==> src/rtl/mux_1bit_2to1.sv <==
// Single-bit 2:1 selector with a combinational result, a registered copy,
// and saturating counters for select transitions and enabled b-selects.
module mux_1bit_2to1 #(
    parameter int CNT_W = 16
) (
    input  logic             clk,
    input  logic             rst,
    input  logic             a,
    input  logic             b,
    input  logic             s,
    input  logic             en,
    output logic             res,
    output logic             res_q,
    output logic [CNT_W-1:0] sw_cnt,
    output logic [CNT_W-1:0] bsel_cnt
);

    localparam logic [CNT_W-1:0] CNT_MAX = {CNT_W{1'b1}};
    localparam logic [CNT_W-1:0] CNT_ONE = {{(CNT_W-1){1'b0}}, 1'b1};

    logic s_prev;
    logic sw_hit;
    logic bsel_hit;

    assign res      = s ? b : a;
    assign sw_hit   = (s != s_prev) && (sw_cnt != CNT_MAX);
    assign bsel_hit = en && s && (bsel_cnt != CNT_MAX);

    // s_prev clears to 0, so a high s on the first cycle after reset counts as a transition
    always_ff @(posedge clk) begin
        if (rst) begin
            res_q    <= 1'b0;
            s_prev   <= 1'b0;
            sw_cnt   <= '0;
            bsel_cnt <= '0;
        end else begin
            s_prev <= s;
            if (en) begin
                res_q <= res;
            end
            if (sw_hit) begin
                sw_cnt <= sw_cnt + CNT_ONE;
            end
            if (bsel_hit) begin
                bsel_cnt <= bsel_cnt + CNT_ONE;
            end
        end
    end

endmodule

==> config.mk <==
export PLATFORM = sky130hd
export DESIGN_NAME = mux_1bit_2to1
export DESIGN_NICKNAME = d
export VERILOG_FILES = /design/src/rtl/mux_1bit_2to1.sv
export SDC_FILE = /design/constraint.sdc
export NUM_CORES = 1
export LEC_CHECK = 0
export ABC_AREA = 1
export CORE_UTILIZATION = 50
export DETAILED_ROUTE_END_ITERATION = 8
export GPL_TIMING_DRIVEN = 0
export HOLD_SLACK_MARGIN = 0.1
export PLACE_DENSITY = 0.77
export SYNTH_ARGS = -nofsm -noshare
export SYNTH_HDL_FRONTEND = slang
export SYNTH_SLANG_ARGS = --single-unit
==> constraint.sdc <==
create_clock -name clk -period 2.42 [get_ports clk]
set_input_delay 0.363 -clock clk [delete_from_list [all_inputs] [get_ports clk]]
set_output_delay 0.363 -clock clk [all_outputs]
set_load 0.03 [all_outputs]
# Yosys cells after proc, flatten, opt, wreduce, memory -nomap -nowiden
# Cells that the tools add are included.
# Widths: inputs -> output; s select.
[classes]
n_addsub = 2
n_eq_ne = 3
reduce_logical = 3
muxes = 1
[op_table]
columns = ["operator", "n"]
rows = [
  ["$add 16x1->16 const B", 2],
  ["$ne 16x16->1 const B", 2],
  ["$logic_and 1x1->1", 3],
  ["$mux 1", 1],
  ["$ne 1x1->1", 1],
]
[totals]
elab_cells = 13
output_inout_bits = 34
register_bits = 34
inputBits = 6

# Logic depth before layout (Yosys ltp)
[depth]
depth_word = 2
ltp_mapped = 10
mapped_depth_nobuf = 10

# Least setup slack after synthesis
# Ideal clock, no wire load.
[synth_timing]
kind = "register to register"
startpoint = "register bsel_cnt[1]"
endpoint = "register bsel_cnt[15]"
stages_incl_launch_ff = 10
path_slack_ns = 0.789
period_less_slack_ns = 1.631
n_path_buf = 1
setup_ns = 0.116
arrival_ns = 1.515
required_ns = 2.304
cell_sequence = "dfxtp_1 > ha_1 > nand3_2 > inv_2 > nand2_2 > clkinv_2 > nand2_4 > buf_6 > a21oi_1 > nor2_1"
[synth_via]
elab_chain_cells = 2
word_cells_on_any_way = 3
cone_classes = "add/sub (1); eq/ne (1); reduce/logical (1)"
[synth_rtl]
columns = ["element", "line_no", "source"]
rows = [
  ["start, declared", "15", "output logic [CNT_W-1:0] bsel_cnt"],
  ["start signal, assigned", "45", "bsel_cnt <= bsel_cnt + CNT_ONE;"],
  ["branches (longest 2 deep; another with $add 16x1->16)", "n/a", ""],
]
# Several ways; the timed one is not identified.
# A chain may end at the register's enable or synchronous reset.

# Final worst setup path
[layout_timing]
startpoint = "input port s"
endpoint = "output port res"
[layout_via]
elab_chain_cells = 1
[layout_rtl]
columns = ["element", "line_no", "source"]
rows = [
  ["start, declared", "10", "input logic s,"],
  ["$mux 1", "25", "assign res = s ? b : a;"],
  ["end, declared", "12", "output logic res,"],
]
# No other way between the ends.

==> flow_metrics.tcl <==
set metrics [dict create \
    outcome "finished, final reports clean" \
    layout-drive-gt1-share_pct 6.74 \
    dp_worst_setup_slack_ps 313 \
    start_util_pct 52.4 \
    ys_ff_latch 34 \
    postCtsSetupBuffers 0 \
    tritoncts "built" \
    tns_ps 0 \
    worst_slack_ps 322 \
    worstRegToRegCells 9 \
    skew_ps 8.39 \
    grt.total_usage_pct 23.5 \
    crit_end "res" \
    wl_per_cell_um 10.8 \
    drc 0 \
    fin_hold_ws_ps 368 \
    slew_viol_final 0 \
    fin_crit_sh_pct 86.7 \
    ios 40 \
    ys_top_cells_by_count "nand2_1 (90), nor2_1 (69), dfxtp_1 (34)" \
    num_antenna_cells 0 \
    yosysMostFrequentCell "nand2_1" \
    grt_start_max_net_pins 11 \
    synth_area_leaders "dfxtp_1 (36%), nand2_1 (18%), nor2_1 (14%)" \
    p_leak_nw 0.949 \
    clock_path_buffers 2 \
    r2r-end "bsel_cnt[9]" \
    hp-class "input port to flip-flop" \
    ant_nets 0 \
    num_vias 1991 \
    ys_seq_area_share_pct 35.5 \
    syn_area_per_cell_um2 6.16 \
    yosysWarningCount 0 \
    cts_buffers 5 \
    die_h_um 63.9 \
    synth_edf_count 0 \
    synth_area_leader_cell "dfxtp_1" \
    rsz0062_at_grt "no" \
    power.density_mw_per_mm2 440 \
    first_iter_violations 157 \
    layout.nets 364 \
    cts_root_buf "clkbuf_8" \
    numPortBuffers 38 \
    gp_congestion 0.913 \
    cts_sinks 34 \
    finalSetupViolations 0 \
    cp_max_fo 4 \
    synth_cell_types 27 \
    irDropWorstVdd_v 0.000325 \
    syn2layout_area_growth_pct 27.0 \
    path_clk_slew_ps 60 \
    synthesis.area_mm2 0.00192 \
    hold_viol_final 0 \
    firstDrtPassIters 4 \
    final.min_clock_period_ps 2100 \
    die_x_um 63.9 \
    fmax_mhz 477 \
    max_slew_margin_pct 78.1 \
    grt_pass1_wl_mm 7.56 \
    cp.arrival_ps 1740 \
    synth_top_area_share_pct 35.5 \
    core_area_mm2 0.00366 \
    r2r_setup_slack_ps 910 \
    crit_required_ps 2060 \
    crit_path_end_kind "output pin" \
    rows 22 \
    die_area_mm2 0.00409 \
    htree_levels 2 \
    cts_hold_buf 0 \
    synthArstFlopShare_pct 0 \
    drt-total-wl_mm 4.35 \
    antenna_found_initial 0 \
    clock_latency_ps 290 \
    viasPerCell 4.93 \
    tightest_slew_ps 328 \
    start_kind "input port" \
    rr_startpoint "bsel_cnt[1]" \
    grt_overflow 0 \
    ys.flop_type "dfxtp_1" \
    final_util_pct 66.5 \
    syn-num-nets 319 \
    syn-instance-count 311 \
    grt_pass1_vias 1787 \
    max-cap-violations 0 \
    dp.final_hpwl_mm 3.25 \
    critical_path.startpoint "s" \
    cts_resized 0 \
    crit_type "input port to output pin" \
]
cells by family (layout without fill, tap and decap cells):
kind of cell               count (synthesis)  count (layout)  synth area share [%]
xor gates and xnor gates                   4               4                  1.83
adders and majority gates                  2               2                  1.31
AOI/OAI and AO/OA                         26              26                  6.98
buffers and inverters                     38              83                  8.48
DFF                                       34              34                  35.5
and+or+nand+nor                          207             207                  45.9
layer usage:
layer | vias to the layer above | track usage (%) | share of wire [%]
met2 | 36 | 41.8 | 48
met4 | 0 | 8.24 | 1.6
met5 | - | 0 | 0
met1 | 887 | 27.3 | 47
li1 | 1060 | - | -
met3 | 8 | 5.36 | 3.5
critical path, stage by stage:
cell,delay (ps)
clkdlybuf4s50_1,460
inv_1,110
nand2_1,80
nand2_1,60
clkdlybuf4s50_1,660
layout make-up:
cell class                      count  area (um^2)
Timing Repair Buffer               38          380
Clock buffer                        7         76.3
Buffer                              6         41.3
Inverter                           32          121
Multi-Input combinational cell    239         1070
Sequential cell                    34          681
Tap cell                           48         60.1
Fill cell                         366         1230
worst min-delay path by stage:
| stage | slack (ps) | cells past startpoint | end | from |
|---|---|---|---|---|
| after global placement | 480 | 2 | res_q | res_q |
| after global routing | 390 | 2 | sw_cnt[12] | rst |
| after floorplan | 500 | 2 | res_q | en |
| final | 370 | 2 | bsel_cnt[3] | rst |
| after detailed placement | 490 | 2 | res_q | res_q |
| after CTS | 360 | 2 | bsel_cnt[3] | rst |
sequential cells by signal (all words and copies together), names as in the netlist:
register  flops
bsel_cnt     16
res_q         1
s_prev        1
sw_cnt       16
stage by stage:
step,instances,power [mW],cell area (um^2)
floorplan,311,0.652,1920
finish,404,1.07,2430
detailed placement,397,0.690,2360
global placement,397,0.688,2360
CTS,404,1.08,2430
global route,404,1.12,2430
report_power, final:
part | switching, mW | total [mW] | internal, mW
Sequential | 0.00862 | 0.577 | 0.568
Combinational | 0.0609 | 0.100 | 0.0391
Clock | 0.197 | 0.395 | 0.198
Total | 0.266 | 1.07 | 0.805
cells in the final DEF (no fill, tap or decap), types with 3 or more instances in the layout:
cell,Yosys,final
nand3_1,31,31
dfxtp_1,34,34
inv_1,28,28
clkdlybuf4s50_1,0,38
a21oi_1,22,22
nand3b_1,3,3
nor2_2,5,5
xor2_1,3,3
nor2_1,69,69
buf_2,3,3
nand2_1,90,90
clkbuf_8,0,5
No activity file was read; power rests on OpenSTA's default activity.
